### config.mk
export PLATFORM = sky130hd
export DESIGN_NAME = multi_mem_reader
export DESIGN_NICKNAME = d
export VERILOG_FILES = /design/src/rtl/multi_mem_reader.sv
export SDC_FILE = /design/constraint.sdc
export NUM_CORES = 1
export LEC_CHECK = 0
export CAP_MARGIN = 20
export CORE_UTILIZATION = 53
export DETAILED_ROUTE_END_ITERATION = 8
export PLACE_DENSITY = 0.82
export SETUP_SLACK_MARGIN = 0.2
export SLEW_MARGIN = 10
export SYNTH_ARGS = -nofsm -noshare
export SYNTH_HDL_FRONTEND = slang
export SYNTH_SLANG_ARGS = --single-unit
### constraint.sdc
create_clock -name clk -period 11.06 [get_ports clk]
set_input_delay 3.318 -clock clk [delete_from_list [all_inputs] [get_ports clk]]
set_output_delay 3.318 -clock clk [all_outputs]
set_load 0.01 [all_outputs]
### src/rtl/multi_mem_reader.sv
// Lockstep strided reader over NUM_CH synchronous-read memories feeding a valid/ready stream.
// Optional abort/aborted ports are enabled by defining MULTI_MEM_READER_ABORT_EN.
module multi_mem_reader #(
  parameter int unsigned DATA_WIDTH = 8,
  parameter int unsigned NUM_CH     = 2,
  parameter int unsigned ADDR_WIDTH = 5,
  parameter int unsigned LEN_WIDTH  = 5,
  parameter int unsigned RD_LATENCY = 1
) (
  input  logic                           clk,
  input  logic                           rst_n,
  input  logic                           start,
  input  logic [ADDR_WIDTH-1:0]          base_addr,
  input  logic [ADDR_WIDTH-1:0]          stride,
  input  logic [LEN_WIDTH-1:0]           length,
`ifdef MULTI_MEM_READER_ABORT_EN
  input  logic                           abort,
  output logic                           aborted,
`endif
  output logic                           busy,
  output logic                           done,
  output logic [NUM_CH-1:0]              rd_en,
  output logic [NUM_CH*ADDR_WIDTH-1:0]   rd_addr,
  input  logic [NUM_CH*DATA_WIDTH-1:0]   rd_data,
  output logic [NUM_CH*DATA_WIDTH-1:0]   out_data,
  output logic                           out_valid,
  input  logic                           out_ready,
  output logic                           out_last,
  output logic [LEN_WIDTH-1:0]           element_count
);

  if (RD_LATENCY != 1) begin : g_bad_latency
    $error("multi_mem_reader supports RD_LATENCY == 1 only");
  end

  typedef enum logic [1:0] {IDLE, ISSUE, DRAIN, FIN} state_t;

  state_t                       state_q, state_d;
  logic [LEN_WIDTH-1:0]         len_q, iss_q, elem_q;
  logic [ADDR_WIDTH-1:0]        stride_q, addr_q;
  logic [NUM_CH*DATA_WIDTH-1:0] fifo_q [2];
  logic                         wptr_q, rptr_q;
  logic [1:0]                   cnt_q, cnt_d;
  logic                         inflight_q;
  logic                         pop, push, fifo_pop, can_issue, abort_hit;
  logic [2:0]                   total;

`ifdef MULTI_MEM_READER_ABORT_EN
  logic abt_q;
  assign abort_hit = abort && (state_q == ISSUE || state_q == DRAIN);
  assign aborted   = (state_q == FIN) && abt_q;
`else
  assign abort_hit = 1'b0;
`endif

  // Returning data bypasses the FIFO when it is empty, giving one-cycle read-to-valid.
  assign out_valid     = (cnt_q != 2'd0) || inflight_q;
  assign out_data      = (cnt_q != 2'd0) ? fifo_q[rptr_q] : (inflight_q ? rd_data : '0);
  assign pop           = out_valid && out_ready;
  assign fifo_pop      = pop && (cnt_q != 2'd0);
  assign push          = inflight_q && !(cnt_q == 2'd0 && pop) && !abort_hit;
  assign total         = 3'(cnt_q) + 3'(inflight_q) - 3'(pop);
  assign can_issue     = (state_q == ISSUE) && (total < 3'd2) && !abort_hit;
  assign rd_en         = {NUM_CH{can_issue}};
  assign rd_addr       = {NUM_CH{addr_q}};
  assign busy          = (state_q == ISSUE) || (state_q == DRAIN);
  assign done          = (state_q == FIN);
  assign element_count = elem_q;
  assign out_last      = out_valid && (elem_q == len_q - LEN_WIDTH'(1));

  always_comb begin
    state_d = state_q;
    cnt_d   = abort_hit ? 2'd0 : cnt_q + {1'b0, push} - {1'b0, fifo_pop};
    case (state_q)
      IDLE:    if (start) state_d = (length != '0) ? ISSUE : FIN;
      ISSUE: begin
        if (abort_hit) state_d = FIN;
        else if (can_issue && iss_q == len_q - LEN_WIDTH'(1)) state_d = DRAIN;
      end
      DRAIN: begin
        if (abort_hit || total == 3'd0) state_d = FIN;
      end
      FIN:     state_d = IDLE;
      default: state_d = IDLE;
    endcase
  end

  always_ff @(posedge clk or negedge rst_n) begin
    if (!rst_n) begin
      state_q    <= IDLE;
      cnt_q      <= 2'd0;
      inflight_q <= 1'b0;
      wptr_q     <= 1'b0;
      rptr_q     <= 1'b0;
      fifo_q[0]  <= '0;
      fifo_q[1]  <= '0;
      len_q      <= '0;
      iss_q      <= '0;
      elem_q     <= '0;
      stride_q   <= '0;
      addr_q     <= '0;
    end else begin
      state_q    <= state_d;
      cnt_q      <= cnt_d;
      inflight_q <= can_issue;
      if (push) begin
        fifo_q[wptr_q] <= rd_data;
        wptr_q         <= ~wptr_q;
      end
      if (fifo_pop) rptr_q <= ~rptr_q;
      if (abort_hit) begin
        wptr_q <= 1'b0;
        rptr_q <= 1'b0;
      end
      if (state_q == IDLE && start) begin
        len_q    <= length;
        stride_q <= stride;
        addr_q   <= base_addr;
        iss_q    <= '0;
        elem_q   <= '0;
      end else begin
        if (can_issue) begin
          addr_q <= addr_q + stride_q;
          iss_q  <= iss_q + LEN_WIDTH'(1);
        end
        if (pop) elem_q <= elem_q + LEN_WIDTH'(1);
      end
    end
  end

`ifdef MULTI_MEM_READER_ABORT_EN
  always_ff @(posedge clk or negedge rst_n) begin
    if (!rst_n)                 abt_q <= 1'b0;
    else if (abort_hit)         abt_q <= 1'b1;
    else if (state_q == FIN)    abt_q <= 1'b0;
  end
`endif

endmodule
==> qor.yml, run 1 <==
status:
  status: "finished clean"
sta:
  fin_hold_ws_ns: 0.492
  setup-tns-final_ns: 0
  tightest_slew_ns: 1.01
  setup_violations: 0
  fin_crit_sh_pct: 85.6
  fmaxAchievable_mhz: 106
  hold_viol: 0
  clock_skew_ns: 0.00868
  slew_headroom_pct: 32.9
  rsz0062_at_grt: "false"
  period_needed_ns: 9.47
  slew_viol_final: 0
placement:
  routabilityCongestion: 0.762
  port_buffers: 71
  placedCellCount: 452
  place_hpwl_um: 4720
logic_synthesis:
  ys.warnings.count: 0
  yosysSeqAreaShare_pct: 46.3
  synth_edf_count: 0
  synth.cell_area_um2: 3460
  synth_top_area_cell: "dfrtp_1"
  ys_seq_elements: 64
  syn_nets: 375
  syn_area_per_cell_um2: 10.7
  synth_ff_type: "dfrtp_1"
  yosys-top-cells-area: "dfrtp_1 (46%), mux2_2 (10%), mux2i_1 (6.4%), ha_1 (5.4%), nand2_1 (4.0%)"
  synth_top_cell_area_share_pct: 46.3
  syn_inst: 323
  async_reset_ff_share_pct: 100
  synth_cell_type_count: 37
final_layout:
  mostFrequentLayoutCell: "clkdlybuf4s50_1"
  antenna_cells: 0
  stdcell_count: 468
  syn_to_final_growth_pct: 25.5
  mostFrequentLayoutCells: "clkdlybuf4s50_1 (70), dfrtp_1 (64), nand2_1 (37)"
  fin_util_pct: 68.7
  nNetsFinal: 439
  drive_above_1_share_pct: 14.1
clock_tree:
  cts_made_buffers: 9
  clockBufferDepth: 2
  cts-resized-gates: 0
  worstSkewPairLatency_ns: 0.34
  cts_setup_buffers: 0
  clkSinkCount: 64
  htree_levels: 3
  clkSlewWorstSetupHoldPaths_ns: 0.07
  cts_hold_buf: 0
  root_buffer: "clkbuf_8"
  tritoncts: "built"
hold_path:
  hp-class: "reg -> reg"
  hold_path_depth: 2
drt:
  via_per_inst: 5.40
  first_iter_violations: 75
  firstDrtPassIters: 4
  drc: 0
  vias: 2529
  ant_nets: 0
  wl_per_cell_um: 14.9
  wl_um: 6970
die:
  die-width_um: 82.8
  fp.dieH_um: 82.8
  pin_count: 72
  coreArea_um2: 6310
  rows: 29
  initial_core_util_pct: 54.8
  die_area_um2: 6850
grt:
  antenna_found_initial: 0
  overflow: 0
  grt_pass1_vias: 2395
  grt_use_total_pct: 22.4
  grt_max_degree: 65
  grt_pass1_wl_um: 11400
critical_path:
  cp-end-kind: "output pin"
  r2r_cells: 9
  criticalPathCategory: "in -> out"
  critPathArrivalTime_ns: 6.15
  cp_data_required_time_ns: 7.74
  worst_setup_path_start_kind: "input port"
  critPathMaxFanout: 11
power:
  ir_drop_mv: 0.188
  total_leakage_power_nw: 1.92
  pwr_density_cell_nw_per_um2: 291
job:
  max_cap_violations: 0
path summary, 6_finish.rpt:
kind | endpoint | start | slack, ns
worst max-delay path | rd_en[1] | out_ready | 1.59
max in group asynchronous | iss_q[2]$_DFFE_PN0P_ | rst_n | 7.39
worst max register to register | state_q[1]$_DFFE_PN0P_ | inflight_q$_DFF_PN0_ | 7.95
worst min-delay path | stride_q[2]$_DFFE_PN0P_ | stride_q[2]$_DFFE_PN0P_ | 0.49
min in group asynchronous | fifo_q[17]$_DFFE_PN0P_ | rst_n | 3.14
worst min register to register | stride_q[2]$_DFFE_PN0P_ | stride_q[2]$_DFFE_PN0P_ | 0.49
state kept, by name (all words and copies together) (netlist names):
name           flops
fifo_q            32
iss_q              5
wptr_q             1
state_q            2
cnt_q              2
rptr_q             1
len_q              5
stride_q           5
inflight_q         1
element_count      5
addr_q             5
logic make-up after synthesis:
group                      Yosys count  share of synthesized area (%)
DFF                                 64                           46.3
AOI/OAI and AO/OA                   35                           5.46
adders and majority gates           17                           6.58
buffers and inverters               33                           4.52
xor gates and xnor gates            29                           7.56
muxes                               54                           16.8
and+or+nand+nor                     91                           12.8
stage by stage:
step	setup WS [ns]	cell area, µm²	power [mW]
CTS	1.56	4330	1.27
finish	1.59	4340	1.26
global route	1.44	4340	1.37
detailed placement	1.58	4160	1.09
floorplan	2.78	3460	0.848
global placement	1.69	4160	1.07
where the power goes:
| part | internal [mW] | leakage (nW) | switching [mW] |
|---|---|---|---|
| clock | 0.0790 | 0.0886 | 0.0903 |
| sequential | 0.341 | 0.792 | 0.104 |
| combinational | 0.362 | 1.04 | 0.287 |
| total | 0.782 | 1.92 | 0.481 |
cell usage after synthesis (2+ instances only):
library cell,instances
nand4_1,3
inv_1,12
mux2_2,31
buf_2,2
nor2b_1,2
fa_1,2
nor2_1,15
nand3_2,2
and2_1,2
a21oi_1,5
buf_4,8
nand3_1,17
o21ai_0,25
ha_1,15
dfrtp_1,64
or4_1,2
nor3_1,2
nor3b_1,2
nand2_1,37
clkbuf_1,10
xnor2_1,15
mux2i_1,22
nand4b_1,2
xor2_1,13
layer usage:
layer	global-route usage (%)	wire (µm)
met1	30.5	3160
met2	35.7	3430
met3	4.92	290
met4	6.72	84
met5	0	0
worst max-delay path: stages:
cell and delay, ns:
clkdlybuf4s50_1 0.52, o21ai_0 0.22, mux2i_1 0.19, ha_1 0.16, inv_1 0.05, fa_1 0.43
xnor2_2 0.21, nand3_2 0.21, clkinv_1 0.25, clkdlybuf4s50_1 0.58
layout make-up:
type                       instances  area, µm²
fill                             499       1970
multi-input combinational        226       1700
sequential                        64       1600
timing repair buffer              73        728
clock buffer                       9        124
tap                               77       96.3
inverter                          13       48.8
clock inverter                     6       37.5
Power figures use the tool's default switching activity.
==> inputs of run 2 (changes only) <==
--- a/config.mk
+++ b/config.mk
@@ -5,8 +5,11 @@
 export SDC_FILE = /design/constraint.sdc
 export NUM_CORES = 1
 export LEC_CHECK = 0
+export ABC_AREA = 1
 export CAP_MARGIN = 20
+export CORE_MARGIN = 5
 export CORE_UTILIZATION = 53
+export CTS_BUF_LIST = sky130_fd_sc_hd__clkbuf_4 sky130_fd_sc_hd__clkbuf_8
 export DETAILED_ROUTE_END_ITERATION = 8
 export PLACE_DENSITY = 0.82
 export SETUP_SLACK_MARGIN = 0.2
==> qor.yml, run 2 <==
drt:
  wl_um: 8020
  firstDrtPassIters: 4
  ant_nets: 0
  wl_per_cell_um: 13.7
  drc: 0
  first_iter_violations: 174
  via_per_inst: 5.30
  vias: 3099
power:
  seqPwrFrac_pct: 31.2
  total_leakage_power_nw: 2.17
  power_switching_uw: 555
  intPower_uw: 824
  ir_drop_mv: 0.183
  swShare_pct: 40.2
  pwr_density_cell_nw_per_um2: 302
  power_frac_comb_pct: 52.2
  clkPwrFrac_pct: 16.5
logic_synthesis:
  synth_top_area_cell: "dfrtp_1"
  synth_ff_type: "dfrtp_1"
  synth_common_cells: "nand2_1 (119), dfrtp_1 (64), nor2_1 (50)"
  synth_edf_count: 0
  syn_area_per_cell_um2: 8.33
  post-synth-top-count-cell: "nand2_1"
  yosysSeqAreaShare_pct: 43.9
  syn_inst: 438
  ys_seq_elements: 64
  syn_nets: 490
  synth_cell_type_count: 31
  async_reset_ff_share_pct: 100
  synth.cell_area_um2: 3650
  yosys-top-cells-area: "dfrtp_1 (44%), nand2_1 (12%), ha_1 (5.1%), nor2_1 (5.1%), nand3_1 (4.9%)"
  synth_top_cell_area_share_pct: 43.9
  ys.warnings.count: 0
grt:
  grt_max_degree: 65
  grt_pass1_vias: 3076
  grt_pass1_wl_um: 14000
  grt_use_total_pct: 19.9
  overflow: 0
  antenna_found_initial: 0
final_layout:
  regMostFlops: "fifo_q"
  fin_util_pct: 67.5
  syn_to_final_growth_pct: 25.0
  drive_above_1_share_pct: 9.11
  antenna_cells: 0
  largest_reg_flops: 32
  mostFrequentLayoutCell: "nand2_1"
  mostFrequentLayoutCells: "nand2_1 (119), clkdlybuf4s50_1 (70), dfrtp_1 (64)"
  final.fill_count: 561
  nNetsFinal: 552
  multi_input_area_um2: 1760
  regArea_um2: 1600
clock_tree:
  root_buffer: "clkbuf_8"
  clockBufferDepth: 2
  cts-resized-gates: 0
  cts_hold_buf: 0
  htree_levels: 3
  cts_made_buffers: 9
  clkSinkCount: 64
  tritoncts: "built"
  clkSlewWorstSetupHoldPaths_ns: 0.07
  cts_setup_buffers: 0
  worstSkewPairLatency_ns: 0.34
critical_path:
  critPathMaxFanout: 7
  worst_setup_path_start_kind: "input port"
  critPathArrivalTime_ns: 6.25
  cp_data_required_time_ns: 7.74
  criticalPathCategory: "in -> out"
  cp-end-kind: "output pin"
placement:
  routabilityCongestion: 0.864
  place_hpwl_um: 5500
  port_buffers: 71
sta:
  setup-tns-final_ns: 0
  clock_skew_ns: 0.00892
  period_needed_ns: 9.57
  tightest_slew_ns: 0.853
  setup_violations: 0
  slew_viol_final: 0
  fmaxAchievable_mhz: 104
  rsz0062_at_grt: "false"
  fin_crit_sh_pct: 86.5
  slew_headroom_pct: 43.0
  hold_viol: 0
hold_path:
  hp-class: "reg -> reg"
die:
  fp.dieH_um: 93.0
  initial_core_util_pct: 54.0
  rows: 30
  pin_count: 72
  die-width_um: 93.0
  die_area_um2: 8640
  coreArea_um2: 6760
job:
  max_cap_violations: 0
status:
  status: "finished clean"
run 2: cell types whose count changed after synthesis, sizes merged, moves of 4 or more:
cell	change
buf	+4
inv	+30
mux2	-16
mux2i	-22
nand2	+85
nand3	+18
nor2	+38
o31ai	+15
xnor2	-14
run 2: power groups by stage:
stage	registers, mW	clock network [mW]	logic, mW
after global placement	0.428	0	0.701
after floorplan	0.409	0	0.488
final	0.431	0.228	0.720
after CTS	0.431	0.232	0.729
after global routing	0.448	0.243	0.812
after detailed placement	0.434	0	0.723
run 2: metrics by stage:
step	cells	total power [mW]	cell area (µm²)	worst slack, ns	hold WS (ns)
final	585	1.38	4560	1.49	0.474
after global routing	585	1.50	4560	1.30	0.496
after CTS	585	1.39	4560	1.49	0.478
after detailed placement	569	1.16	4340	1.52	0.459
after global placement	569	1.13	4340	1.65	0.454
after floorplan	438	0.897	3650	2.73	0.443
run 2: cell type report:
cell class / instances / share of cell area (%)
Timing Repair Buffer: 72 / 15.6
Sequential cell: 64 / 35.1
Clock buffer: 11 / 3.18
Inverter: 42 / 3.46
Clock inverter: 5 / 1.76
Tap cell: 80 / 2.19
Multi-Input combinational cell: 311 / 38.7
run 2: layer usage:
| layer | GRT usage, % | vias to the layer above | share of wire, % |
|---|---|---|---|
| met5 | 0 | - | 0 |
| met4 | 6.11 | 0 | 1.3 |
| met3 | 4.26 | 10 | 4.2 |
| met2 | 33.1 | 69 | 48 |
| met1 | 26.2 | 1498 | 46 |
| li1 | - | 1522 | - |
run 2: cells by family after synthesis:
family	after synthesis	synth area share, %
and+or+nand+nor	219	25.5
DFF	64	43.9
buffers and inverters	63	7.75
AOI/OAI and AO/OA	47	7.72
adders and majority gates	17	6.24
muxes	16	5.97
xor gates and xnor gates	12	2.88
run 2: final timing paths:
| kind | endpoint | depth (start not counted) | slack (ns) | startpoint |
|---|---|---|---|---|
| min in group asynchronous | fifo_q[9]$_DFFE_PN0P_ | 2 | 3.14 | rst_n |
| min | fifo_q[24]$_DFFE_PN0P_ | 2 | 0.47 | fifo_q[24]$_DFFE_PN0P_ |
| min reg2reg | fifo_q[24]$_DFFE_PN0P_ | 2 | 0.47 | fifo_q[24]$_DFFE_PN0P_ |
| max in group asynchronous | iss_q[3]$_DFFE_PN0P_ | 2 | 7.37 | rst_n |
| max | rd_en[0] | 12 | 1.49 | out_ready |
| max reg2reg | state_q[0]$_DFFE_PN0P_ | 17 | 7.55 | inflight_q$_DFF_PN0_ |
run 2: worst max-delay path: stages:
cell and delay, ns:
clkdlybuf4s50_1 0.52, inv_1 0.08, a21oi_1 0.24, inv_1 0.17, nor2_1 0.19, o21bai_1 0.15
ha_1 0.16, inv_1 0.05, fa_1 0.52, nand3_2 0.11, nor2_4 0.17, clkdlybuf4s50_1 0.57
